File: config.mk
export PLATFORM = sky130hd
export DESIGN_NAME = dvp_capture
export DESIGN_NICKNAME = d
export VERILOG_FILES = /design/src/rtl/dvp_pkg.sv /design/src/rtl/dvp_pixel_fifo.sv /design/src/rtl/dvp_capture.sv
export SDC_FILE = /design/constraint.sdc
export NUM_CORES = 1
export LEC_CHECK = 0
export ABC_AREA = 0
export CAP_MARGIN = 20
export CORE_MARGIN = 5
export CORE_UTILIZATION = 50
export DETAILED_ROUTE_END_ITERATION = 8
export HOLD_SLACK_MARGIN = 0.15
export MAX_ROUTING_LAYER = met4
export PLACE_DENSITY = 0.67
export RECOVER_POWER = 25
export SETUP_SLACK_MARGIN = 0.3
export SYNTH_ARGS = -nofsm -noshare
export SYNTH_HDL_FRONTEND = slang
export SYNTH_SLANG_ARGS = --single-unit
export TNS_END_PERCENT = 10
File: constraint.sdc
create_clock -name clk -period 3.6 [get_ports clk]
set_input_delay 0.36 -clock clk [delete_from_list [all_inputs] [get_ports clk]]
set_output_delay 0.36 -clock clk [all_outputs]
set_load 0.03 [all_outputs]
File: src/rtl/dvp_pkg.sv
// Shared types and sizing helpers for the DVP capture engine.
// The default pixel layout (8-bit bus, 2 beats/pixel) is exported for downstream writers.
package dvp_pkg;

  typedef enum logic [1:0] {
    IDLE,
    WAIT_VS,
    WAIT_FRAME,
    ACTIVE
  } state_t;

  localparam int DEF_DATA_W        = 8;
  localparam int DEF_BYTES_PER_PIX = 2;
  localparam int DEF_MAX_COLS      = 640;
  localparam int DEF_MAX_ROWS      = 480;
  localparam int PIX_W             = DEF_DATA_W * DEF_BYTES_PER_PIX;
  localparam int COL_W             = $clog2(DEF_MAX_COLS);
  localparam int ROW_W             = $clog2(DEF_MAX_ROWS);

  typedef struct packed {
    logic             sof;
    logic             eol;
    logic [PIX_W-1:0] data;
  } fifo_entry_t;

  // Counter width for a range of n values; never narrower than one bit.
  function automatic int cnt_w(input int n);
    return (n > 1) ? $clog2(n) : 1;
  endfunction

endpackage

File: src/rtl/dvp_pixel_fifo.sv
// Show-ahead synchronous FIFO: rd_data always presents the oldest entry while !empty.
// Writes are refused when full; full reflects the occupancy before any same-cycle pop.
module dvp_pixel_fifo #(
  parameter int W     = 18,
  parameter int DEPTH = 16
) (
  input  logic         clk,
  input  logic         reset,
  input  logic         wr,
  input  logic [W-1:0] wr_data,
  input  logic         rd,
  output logic [W-1:0] rd_data,
  output logic         full,
  output logic         empty
);

  localparam int AW = $clog2(DEPTH);

  logic [W-1:0] mem [DEPTH];
  logic [AW-1:0] wp, rp;
  logic [AW:0]   count;
  logic          wr_en, rd_en;

  assign full    = (count == (AW+1)'(DEPTH));
  assign empty   = (count == '0);
  assign wr_en   = wr & ~full;
  assign rd_en   = rd & ~empty;
  assign rd_data = mem[rp];

  always_ff @(posedge clk) begin
    if (wr_en) mem[wp] <= wr_data;
  end

  always_ff @(posedge clk or posedge reset) begin
    if (reset) begin
      wp    <= '0;
      rp    <= '0;
      count <= '0;
    end else begin
      if (wr_en) wp <= wp + AW'(1);
      if (rd_en) rp <= rp + AW'(1);
      count <= count + {{AW{1'b0}}, wr_en} - {{AW{1'b0}}, rd_en};
    end
  end

endmodule

File: src/rtl/dvp_capture.sv
// DVP camera capture: XCLK generation, oversampled sensor interface, pixel assembly, output FIFO.
// Define DVP_DECIMATE_EN to keep only even columns of even rows (2x2 decimation).
module dvp_capture
  import dvp_pkg::*;
#(
  parameter int DATA_W        = DEF_DATA_W,
  parameter int BYTES_PER_PIX = DEF_BYTES_PER_PIX,
  parameter int MAX_COLS      = DEF_MAX_COLS,
  parameter int MAX_ROWS      = DEF_MAX_ROWS,
  parameter int FIFO_DEPTH    = 16,
  parameter int XCLK_DIV      = 4
) (
  input  logic                            clk,
  input  logic                            reset,
  input  logic                            cam_pclk,
  input  logic                            cam_vsync,
  input  logic                            cam_href,
  input  logic [DATA_W-1:0]               cam_data,
  output logic                            cam_xclk,
  input  logic                            enable,
  output logic                            pix_valid,
  input  logic                            pix_ready,
  output logic [BYTES_PER_PIX*DATA_W-1:0] pix_data,
  output logic                            pix_sof,
  output logic                            pix_eol,
  output logic [15:0]                     frame_cnt,
  output logic                            overflow,
  input  logic                            clr_overflow,
  output logic                            busy
);

  localparam int PW = BYTES_PER_PIX * DATA_W;
  localparam int CW = cnt_w(MAX_COLS);
  localparam int RW = cnt_w(MAX_ROWS);
  localparam int BW = cnt_w(BYTES_PER_PIX);
  localparam int XW = cnt_w(XCLK_DIV / 2);

  typedef struct packed {
    logic          sof;
    logic          eol;
    logic [PW-1:0] data;
  } entry_t;

  state_t state, next_state;
  logic [XW-1:0] xdiv;
  logic [1:0] pclk_sync, vs_sync, href_sync;
  logic [DATA_W-1:0] data_s1, data_s2, sdata;
  logic pclk_prev, stb, href_d1, href_d2, vs_d1, vs_d2;
  logic vs_rise, vs_fall, href_fall, frame_start, frame_end;
  logic [BW-1:0] beat;
  logic [CW-1:0] col;
  logic [RW-1:0] row;
  logic [PW-1:0] shreg, pix_next, la_data;
  logic la_valid, sof_pending, sample_beat, beat_last, pix_done, keep;
  logic push_req, push_eol, wr_ok, drop, fifo_full, fifo_empty;
  entry_t wr_entry, rd_entry;

  // XCLK toggles every XCLK_DIV/2 cycles for an exact 50% duty cycle.
  always_ff @(posedge clk or posedge reset) begin
    if (reset) begin
      xdiv     <= '0;
      cam_xclk <= 1'b0;
    end else if (xdiv == XW'(XCLK_DIV / 2 - 1)) begin
      xdiv     <= '0;
      cam_xclk <= ~cam_xclk;
    end else begin
      xdiv <= xdiv + XW'(1);
    end
  end

  // Sample strobe, data and href all come from the same synchronised stage.
  always_ff @(posedge clk or posedge reset) begin
    if (reset) begin
      pclk_sync <= '0;
      vs_sync   <= '0;
      href_sync <= '0;
      data_s1   <= '0;
      data_s2   <= '0;
      pclk_prev <= 1'b0;
      stb       <= 1'b0;
      sdata     <= '0;
      href_d1   <= 1'b0;
      href_d2   <= 1'b0;
      vs_d1     <= 1'b0;
      vs_d2     <= 1'b0;
    end else begin
      pclk_sync <= {pclk_sync[0], cam_pclk};
      vs_sync   <= {vs_sync[0], cam_vsync};
      href_sync <= {href_sync[0], cam_href};
      data_s1   <= cam_data;
      data_s2   <= data_s1;
      pclk_prev <= pclk_sync[1];
      stb       <= pclk_sync[1] & ~pclk_prev;
      sdata     <= data_s2;
      href_d1   <= href_sync[1];
      href_d2   <= href_d1;
      vs_d1     <= vs_sync[1];
      vs_d2     <= vs_d1;
    end
  end

  assign vs_rise     = vs_d1 & ~vs_d2;
  assign vs_fall     = ~vs_d1 & vs_d2;
  assign href_fall   = href_d2 & ~href_d1;
  assign frame_start = (state == WAIT_FRAME) & vs_fall;
  assign frame_end   = (state == ACTIVE) & vs_rise;
  assign busy        = (state == ACTIVE);

  always_ff @(posedge clk or posedge reset) begin
    if (reset) state <= IDLE;
    else       state <= next_state;
  end

  always_comb begin
    next_state = state;
    case (state)
      IDLE:       if (enable)  next_state = WAIT_VS;
      WAIT_VS:    if (vs_rise) next_state = WAIT_FRAME;
      WAIT_FRAME: if (vs_fall) next_state = ACTIVE;
      ACTIVE:     if (vs_rise) next_state = enable ? WAIT_FRAME : IDLE;
      default:    next_state = IDLE;
    endcase
  end

  assign sample_beat = stb & href_d1;
  assign beat_last   = (beat == BW'(BYTES_PER_PIX - 1));
  assign pix_done    = sample_beat & beat_last;
  assign pix_next    = (shreg << DATA_W) | PW'(sdata);

`ifdef DVP_DECIMATE_EN
  assign keep = ~col[0] & ~row[0];
`else
  assign keep = 1'b1;
`endif

  // The last kept pixel waits in a lookahead slot so href falling can tag it as end-of-line.
  always_comb begin
    push_req = 1'b0;
    push_eol = 1'b0;
    if (state == ACTIVE && la_valid) begin
      if (href_fall) begin
        push_req = 1'b1;
        push_eol = 1'b1;
      end else if (pix_done && keep) begin
        push_req = 1'b1;
      end
    end
    wr_entry = '{sof: sof_pending, eol: push_eol, data: la_data};
  end

  assign wr_ok = push_req & ~fifo_full;
  assign drop  = push_req & fifo_full;

  always_ff @(posedge clk or posedge reset) begin
    if (reset) begin
      beat        <= '0;
      col         <= '0;
      row         <= '0;
      shreg       <= '0;
      la_valid    <= 1'b0;
      la_data     <= '0;
      sof_pending <= 1'b0;
    end else if (frame_start) begin
      beat        <= '0;
      col         <= '0;
      row         <= '0;
      la_valid    <= 1'b0;
      sof_pending <= 1'b1;
    end else if (state == ACTIVE) begin
      if (sample_beat) begin
        shreg <= pix_next;
        if (beat_last) begin
          beat <= '0;
          if (col != CW'(MAX_COLS - 1)) col <= col + CW'(1);
          if (keep) begin
            la_valid <= 1'b1;
            la_data  <= pix_next;
          end
        end else begin
          beat <= beat + BW'(1);
        end
      end
      // A partial pixel left when href drops is simply abandoned.
      if (href_fall) begin
        beat     <= '0;
        col      <= '0;
        la_valid <= 1'b0;
        if (row != RW'(MAX_ROWS - 1)) row <= row + RW'(1);
      end
      if (wr_ok) sof_pending <= 1'b0;
    end
  end

  always_ff @(posedge clk or posedge reset) begin
    if (reset) begin
      overflow  <= 1'b0;
      frame_cnt <= '0;
    end else begin
      if (drop)              overflow <= 1'b1;
      else if (clr_overflow) overflow <= 1'b0;
      if (frame_end) frame_cnt <= frame_cnt + 16'd1;
    end
  end

  dvp_pixel_fifo #(
    .W     (PW + 2),
    .DEPTH (FIFO_DEPTH)
  ) u_fifo (
    .clk     (clk),
    .reset   (reset),
    .wr      (wr_ok),
    .wr_data (wr_entry),
    .rd      (pix_ready),
    .rd_data (rd_entry),
    .full    (fifo_full),
    .empty   (fifo_empty)
  );

  assign pix_valid = ~fifo_empty;
  assign pix_data  = rd_entry.data;
  assign pix_sof   = pix_valid & rd_entry.sof;
  assign pix_eol   = pix_valid & rd_entry.eol;

endmodule
==> impl_metrics.sql, run 1 <==
INSERT INTO impl_metrics (metric_group, metric, value, unit) VALUES
('run_status', 'outcome', 'completed', ''),
('place', 'post_dp_cell_area', '15790', 'µm²'),
('place', 'io_buffers', '53', ''),
('sta', 'unrepaired_setup_endpoints_after_global_routing', 'no', ''),
('place', 'place_worst_setup_slack', '0.6799', 'ns'),
('critical_path', 'max_stage_delay', '0.61', 'ns'),
('cts', 'number_of_buffers_added_by_the_clock_tree_synthesis_step', '39', ''),
('sta', 'fin_tns_setup', '0', 'ns'),
('die', 'placementRows', '62', ''),
('die', 'die_height', '180.8', 'µm'),
('routing', 'drt-vias-per-instance', '5.781', ''),
('die', 'dieWidth', '180.8', 'µm'),
('global_route', 'grt_antenna_before_repair', '0', ''),
('global_route', 'grt.total_usage', '0.1884', ''),
('logic_synthesis', 'post_synth.cell_area_avg', '20.24', 'µm²'),
('critical_path', 'worstRegToRegCells', '7', ''),
('sta', 'worst_pin_slew', '0.8746', 'ns'),
('global_route', 'first_global_vias', '7492', ''),
('place', 'gpl.final_weighted_congestion', '0.7932', ''),
('sta', 'skew', '0.01536', 'ns'),
('critical_path', 'critical-path-slowest-cell', 'sky130_fd_sc_hd__dfrtp_4', ''),
('logic_synthesis', 'synth_nets', '750', ''),
('logic_synthesis', 'synth.cell_area', '14590', 'µm²'),
('global_route', 'wire_length_of_the_first_global_routing_pass', '45460', 'µm'),
('pwr', 'power_density_relative_to_cell_area', '776.0', 'nW/µm²'),
('critical_path', 'timing.critical_path.to_type', 'primary output', ''),
('pwr', 'power', '13.42', 'mW'),
('cells_and_area', 'mostFrequentLayoutCell', 'sky130_fd_sc_hd__edfxtp_1', ''),
('pwr', 'power.share.clock', '0.313', ''),
('routing', 'route.detailed.wl_per_inst', '24.02', 'µm'),
('critical_path', 'cp.depth', '5', ''),
('critical_path', 'r2r_slack', '0.71', 'ns'),
('logic_synthesis', 'synth-seq-area-share', '0.7591', ''),
('cells_and_area', 'drive_gt1_frac', '0.2480', ''),
('cells_and_area', 'synthToLayoutAreaGrowth', '18.50', '%'),
('critical_path', 'timing.critical_path.from_type', 'register', ''),
('die', 'top_level_ports', '54', ''),
('routing', 'first_pass_iteration_count_of_the_detailed_router', '5', ''),
('cts', 'clock_sinks', '385', ''),
('logic_synthesis', 'synthesis.instances', '721', ''),
('global_route', 'grt_max_degree', '79', ''),
('cells_and_area', 'utilization', '0.6007', ''),
('critical_path', 'crit_type', 'reg2out', ''),
('job', 'max-cap-violations', '0', ''),
('worst_hold_path', 'holdPathStages', '0', ''),
('critical_path', 'critical_path.n_buffers_inverters', '2', ''),
('die', 'core_region_area', '28780', 'µm²'),
('critical_path', 'worst_ep_required_time', '3.24', 'ns'),
('die', 'floorplan.initialDensity', '0.5070', ''),
('logic_synthesis', 'synth_async_sr_flop_share', '0.2519', ''),
('sta', 'timing_hold_violations_final', '0', ''),
('cts', 'clk_root_buffer_cell', 'sky130_fd_sc_hd__clkbuf_16', ''),
('sta', 'post-route-min-period', '3.197', 'ns'),
('global_route', 'global_route.overflow_total', '0', ''),
('pwr', 'internal_power', '9.578', 'mW'),
('cells_and_area', 'nFillCells', '1980', ''),
('critical_path', 'cp_delay_by_family_top', 'buffers and inverters', ''),
('die', 'design.die.area', '32700', 'µm²'),
('pwr', 'swShare', '0.2861', ''),
('routing', 'drt.antenna.violating_nets', '0', ''),
('critical_path', 'crit_path_max_fanout', '20', ''),
('sta', 'slew_headroom', '0.4148', ''),
('cts', 'tritoncts', 'yes', ''),
('sta', 'drv_slew', '0', ''),
('cts', 'clk_pin_slew', '0.06', 'ns'),
('routing', 'detailedRoute.firstIterationViolations', '600', ''),
('cells_and_area', 'antenna_cells_inserted', '0', ''),
('logic_synthesis', 'ys_types', '46', ''),
('cells_and_area', 'nNetsFinal', '854', ''),
('pwr', 'p_leak', '6.212', 'nW'),
('sta', 'fmax', '312.8', 'MHz');
-- routing by layer --
layer  global-route usage  routed length (µm)  vias up
li1                     -                   -     3073
met1               0.2595               12260     3792
met2               0.2985               14870      260
met3              0.03117                1952       38
met4              0.04930                 675        0
met5                    -                   0        -
-- path summary, 6_finish.rpt --
path | start | to
worst max-delay path | u_fifo.rp[1] | pix_data[1]
worst min-delay path | href_sync[1] | href_d1
worst max register to register | u_fifo.count[2] | u_fifo.mem[2][11]
worst min register to register | href_sync[1] | href_d1
max in group asynchronous | reset | frame_cnt[7]
min in group asynchronous | reset | cam_xclk
-- power by group through the flow --
| stage | combinational [mW] | clock [mW] | sequential [mW] |
|---|---|---|---|
| 6_report | 3.49 | 4.21 | 5.72 |
| 3_3_place_gp | 3.28 | 0 | 5.85 |
| 2_1_floorplan | 2.45 | 0 | 5.60 |
| 5_1_grt | 3.74 | 4.49 | 5.79 |
| 3_5_place_dp | 3.35 | 0 | 5.89 |
| 4_1_cts | 3.40 | 4.28 | 5.77 |
-- cells in the mapped netlist (2+ instances only) --
cell                       instances  area (µm²)
sky130_fd_sc_hd__a21oi_1           8       40.04
sky130_fd_sc_hd__xor2_1           10       87.58
sky130_fd_sc_hd__clkbuf_1          8       30.03
sky130_fd_sc_hd__mux2i_1           3       30.03
sky130_fd_sc_hd__a22oi_1          32       240.2
sky130_fd_sc_hd__buf_2            14       70.07
sky130_fd_sc_hd__xnor2_1          17       148.9
sky130_fd_sc_hd__nor3b_1           5       37.54
sky130_fd_sc_hd__nor2_1            7       26.28
sky130_fd_sc_hd__buf_6             3       33.78
sky130_fd_sc_hd__nor2b_1           5       31.28
sky130_fd_sc_hd__dfrtp_1          97        2427
sky130_fd_sc_hd__nand3_1           6       30.03
sky130_fd_sc_hd__nand2b_1          2       12.51
sky130_fd_sc_hd__and3_1            3       18.77
sky130_fd_sc_hd__and4_1            5       43.79
sky130_fd_sc_hd__mux4_2           71        1599
sky130_fd_sc_hd__ha_1             12       150.1
sky130_fd_sc_hd__and2_1           10       62.56
sky130_fd_sc_hd__nand4b_1          2       17.52
sky130_fd_sc_hd__nor3_1            2       10.01
sky130_fd_sc_hd__buf_4             9       67.56
sky130_fd_sc_hd__edfxtp_1        288        8648
sky130_fd_sc_hd__o21ai_0           2       10.01
sky130_fd_sc_hd__mux2_2           28       315.3
sky130_fd_sc_hd__inv_1            22       82.58
sky130_fd_sc_hd__nand4_1           8       50.05
sky130_fd_sc_hd__nand2_1          24       90.09
-- timing repair --
| action | 4_1_cts | 5_1_grt |
|---|---|---|
| hold endpoints to repair | 0 | 7 |
| hold buffers | 0 | 1 |
| buffers inserted | 1 | 9 |
| endpoints found under the setup margin | 16 | 17 |
| resized for setup | 1 | 0 |
| pin swaps | 0 | 0 |
-- per-stage QoR --
step	instances	hold slack [ns]
after floorplan	721	0.3312
after global placement	1156	0.3341
after detailed placement	1156	0.3347
after CTS	1228	0.2642
after global routing	1239	0.3431
final	1239	0.3426
-- cell families (layout without fill, tap and decap cells) --
kind of cell    Yosys count  after routing  synth area share
compound gates           51             51           0.02496
buf+inv                  56            190           0.01947
simple gates             86             86           0.03353
xor+xnor                 27             27           0.01621
fa+ha+maj                13             13           0.01166
flops                   385            385            0.7591
mux                     103            103            0.1351
-- state kept, by name (all words and copies together) (netlist names), 2 cells and up --
name          count
u_fifo.mem      288
frame_cnt        16
data_s2           8
u_fifo.rp         4
u_fifo.wp         4
vs_sync           2
pclk_sync         2
u_fifo.count      5
shreg             8
href_sync         2
state             2
sdata             8
data_s1           8
la_data          16
-- final cells by class --
type                            instances  area share
Sequential cell                       385      0.6410
Multi-Input combinational cell        280      0.1880
Clock buffer                           54     0.06455
Timing Repair Buffer                   97     0.05949
Tap cell                              384     0.02779
Clock inverter                         17     0.01426
Inverter                               22    0.004849
No activity file was read; power rests on OpenSTA's default activity.
==> run 2, diff against run 1 <==
--- a/config.mk
+++ b/config.mk
@@ -7,6 +7,7 @@
 export LEC_CHECK = 0
 export ABC_AREA = 0
 export CAP_MARGIN = 20
+export CORE_ASPECT_RATIO = 1.5
 export CORE_MARGIN = 5
 export CORE_UTILIZATION = 50
 export DETAILED_ROUTE_END_ITERATION = 8
@@ -14,6 +15,7 @@
 export MAX_ROUTING_LAYER = met4
 export PLACE_DENSITY = 0.67
 export RECOVER_POWER = 25
+export REMOVE_ABC_BUFFERS = 1
 export SETUP_SLACK_MARGIN = 0.3
 export SYNTH_ARGS = -nofsm -noshare
 export SYNTH_HDL_FRONTEND = slang
==> run 2 against run 1 <==
  * First-iteration DRC count fell by 22%
  * Utilization fell by 1.6 points
  * Die area rose by 0.22%
  * Cell area fell by 2.5%
  * Clock power fell by 19%
  * Worst setup slack improved by 0.0047 ns
  * Maximum frequency rose by 0.15%
  * Sequential share of layout area rose by 1.7 points
  * Final cell count fell by 0.81%
  * Critical endpoint is now pix_data[0]
  * Largest cell class unchanged
  * Highest routed layer unchanged
==> impl_metrics.sql, run 2 (synthesis results as in run 1) <==
INSERT INTO impl_metrics (metric_group, metric, value, unit) VALUES
('cells_and_area', 'largestRegisters', 'u_fifo.mem x288, frame_cnt x16, la_data x16', ''),
('cts', 'clk_root_buffer_cell', 'sky130_fd_sc_hd__clkbuf_16', ''),
('die', 'floorplan.initialDensity', '0.5064', ''),
('die', 'dieWidth', '149.5', 'µm'),
('sta', 'timing.final.setup_violations', '0', ''),
('global_route', 'wire_length_of_the_first_global_routing_pass', '45230', 'µm'),
('routing', 'route.detailed.wl_per_inst', '23.92', 'µm'),
('die', 'top_level_ports', '54', ''),
('pwr', 'p_leak', '6.034', 'nW'),
('critical_path', 'crit_path_max_fanout', '68', ''),
('place', 'io_buffers', '53', ''),
('sta', 'slew_headroom', '0.3708', ''),
('routing', 'drt.antenna.violating_nets', '0', ''),
('sta', 'unrepaired_setup_endpoints_after_global_routing', 'yes', ''),
('cells_and_area', 'drive_gt1_frac', '0.2277', ''),
('routing', 'drt-vias-per-instance', '5.730', ''),
('pwr', 'swShare', '0.2972', ''),
('cells_and_area', 'most-common-layout-cells', 'sky130_fd_sc_hd__edfxtp_1, sky130_fd_sc_hd__dfrtp_1, sky130_fd_sc_hd__mux4_2, sky130_fd_sc_hd__clkdlybuf4s50_1, sky130_fd_sc_hd__clkbuf_16', ''),
('global_route', 'global_route.overflow_total', '0', ''),
('pwr', 'power_density_relative_to_cell_area', '745.8', 'nW/µm²'),
('critical_path', 'timing.critical_path.to_type', 'primary output', ''),
('sta', 'final_ws_setup', '0.4079', 'ns'),
('sta', 'fin_tns_setup', '0', 'ns'),
('pwr', 'power.share.clock', '0.273', ''),
('place', 'gpl.final_weighted_congestion', '0.7621', ''),
('critical_path', 'critical_path.n_buffers_inverters', '2', ''),
('cts', 'cts_buffer_depth', '3', ''),
('routing', 'routed-via-count', '7042', ''),
('routing', 'remaining_drc_errors', '0', ''),
('sta', 'post-route-min-period', '3.192', 'ns'),
('critical_path', 'cp_delay_by_family_top', 'buffers and inverters', ''),
('critical_path', 'critical-path-slowest-cell', 'sky130_fd_sc_hd__clkdlybuf4s50_1', ''),
('routing', 'first_pass_iteration_count_of_the_detailed_router', '5', ''),
('cells_and_area', 'nFillCells', '2074', ''),
('global_route', 'grt_antenna_before_repair', '0', ''),
('cts', 'tritoncts', 'yes', ''),
('pwr', 'share_seq_of_total_power', '0.452', ''),
('global_route', 'grt_max_degree', '69', ''),
('sta', 'timing_hold_violations_final', '0', ''),
('critical_path', 'max_stage_delay', '0.64', 'ns'),
('cells_and_area', 'largest_register_ffs', '288', ''),
('critical_path', 'cp.depth', '5', ''),
('sta', 'drv_slew', '0', ''),
('cells_and_area', 'synthToLayoutAreaGrowth', '15.50', '%'),
('die', 'core_region_area', '28810', 'µm²'),
('pwr', 'internal_power', '8.831', 'mW'),
('worst_hold_path', 'hold_path.class', 'in2async', ''),
('die', 'placementRows', '76', ''),
('cells_and_area', 'mostFrequentLayoutCell', 'sky130_fd_sc_hd__edfxtp_1', ''),
('critical_path', 'crit_type', 'reg2out', ''),
('critical_path', 'crit_chain', 'buf_12, mux4_2, a22oi_1, nand2_1, clkdlybuf4s50_1', ''),
('job', 'max-cap-violations', '0', ''),
('critical_path', 'worstPathArrival', '2.83', 'ns'),
('critical_path', 'timing.critical_path.from_type', 'register', ''),
('sta', 'worst_pin_slew', '0.9404', 'ns'),
('cts', 'clock_sinks', '385', ''),
('pwr', 'worst_ir_drop_vdd', '0.0004641', 'V'),
('critical_path', 'worstRegToRegCells', '13', ''),
('pwr', 'p_sw', '3.735', 'mW'),
('cts', 'clk_lat_worst_skew', '0.52', 'ns'),
('global_route', 'grt.total_usage', '0.1919', ''),
('cells_and_area', 'antenna_cells_inserted', '0', ''),
('die', 'die_height', '219.2', 'µm'),
('routing', 'detailedRoute.firstIterationViolations', '468', ''),
('sta', 'skew', '0.02537', 'ns'),
('critical_path', 'r2r_slack', '0.69', 'ns'),
('sta', 'layout_worst_path_cycle_share', '0.8867', ''),
('die', 'design.die.area', '32770', 'µm²'),
('run_status', 'outcome', 'completed', ''),
('cells_and_area', 'nNetsFinal', '843', ''),
('sta', 'fmax', '313.3', 'MHz'),
('routing', 'postRouteWirelength', '29400', 'µm'),
('cts', 'clk_pin_slew', '0.06', 'ns'),
('critical_path', 'origin_of_the_critical_flop_to_flop_path', 'u_fifo.count[2]', ''),
('cts', 'cts-hold-fix-buffers', '0', ''),
('pwr', 'power_frac_comb', '0.275', ''),
('place', 'dp_hpwl', '17250', 'µm'),
('cts', 'number_of_buffers_added_by_the_clock_tree_synthesis_step', '35', ''),
('critical_path', 'crit-reg2reg-capture', 'u_fifo.count[4]', ''),
('critical_path', 'worst_ep_required_time', '3.24', 'ns'),
('cells_and_area', 'largest_register', 'u_fifo.mem', ''),
('place', 'place_worst_setup_slack', '0.6731', 'ns'),
('cts', 'h-tree-depth', '2', ''),
('global_route', 'first_global_vias', '7693', '');
## run 2: worst max-delay path by stage
stage                      endpoint       startpoint  slack [ns]
floorplan                   pix_eol     u_fifo.rp[0]       -0.66
global placement       pix_data[15]     u_fifo.rp[0]        0.77
detailed placement  u_fifo.count[4]  u_fifo.count[2]        0.67
CTS                    pix_data[15]     u_fifo.rp[0]        0.35
global route           pix_data[15]     u_fifo.rp[0]        0.28
finish                  pix_data[0]     u_fifo.rp[1]        0.41
## run 2: repair_timing
| action | CTS | global route |
|---|---|---|
| cloned | 0 | 0 |
| pin swaps | 0 | 0 |
| gates resized for setup | 0 | 1 |
| setup endpoints to repair | 10 | 2 |
| buffers inserted | 3 | 0 |
## run 2: through the flow
| stage | area (µm²) | utilization | hold slack, ns | power (mW) | cells |
|---|---|---|---|---|---|
| finish | 16850 | 0.5849 | 0.3334 | 12.57 | 1229 |
| global route | 16850 | 0.5849 | 0.3563 | 13.16 | 1229 |
| CTS | 16850 | 0.5848 | 0.2555 | 12.74 | 1229 |
| detailed placement | 15770 | 0.5472 | 0.3347 | 9.252 | 1164 |
| global placement | 15770 | 0.5472 | 0.3314 | 9.140 | 1164 |
| floorplan | 14390 | - | 0.3312 | 8.017 | 687 |
## run 2: area by class of cell
class,instances,area [µm²],area share
tap,390,488.0,0.02896
inverter,22,85.08,0.005049
clock inverter,8,47.55,0.002821
sequential,385,11080,0.6576
clock buffer,54,1001,0.05940
timing repair buffer,90,898.4,0.05331
multi-input combinational,280,3251,0.1929
## run 2: power by group through the flow
stage | Sequential, mW | Combinational (mW) | Clock [mW]
finish | 5.68 | 3.45 | 3.43
detailed placement | 5.81 | 3.44 | 0
global placement | 5.77 | 3.37 | 0
CTS | 5.69 | 3.53 | 3.51
global route | 5.74 | 3.71 | 3.71
floorplan | 5.92 | 2.10 | 0
## run 2: per-layer routing
| layer | wire length (µm) | global-route usage |
|---|---|---|
| met1 | 10950 | 0.2283 |
| met2 | 16080 | 0.3385 |
| met3 | 1479 | 0.02871 |
| met4 | 889 | 0.06015 |
| met5 | 0 | - |
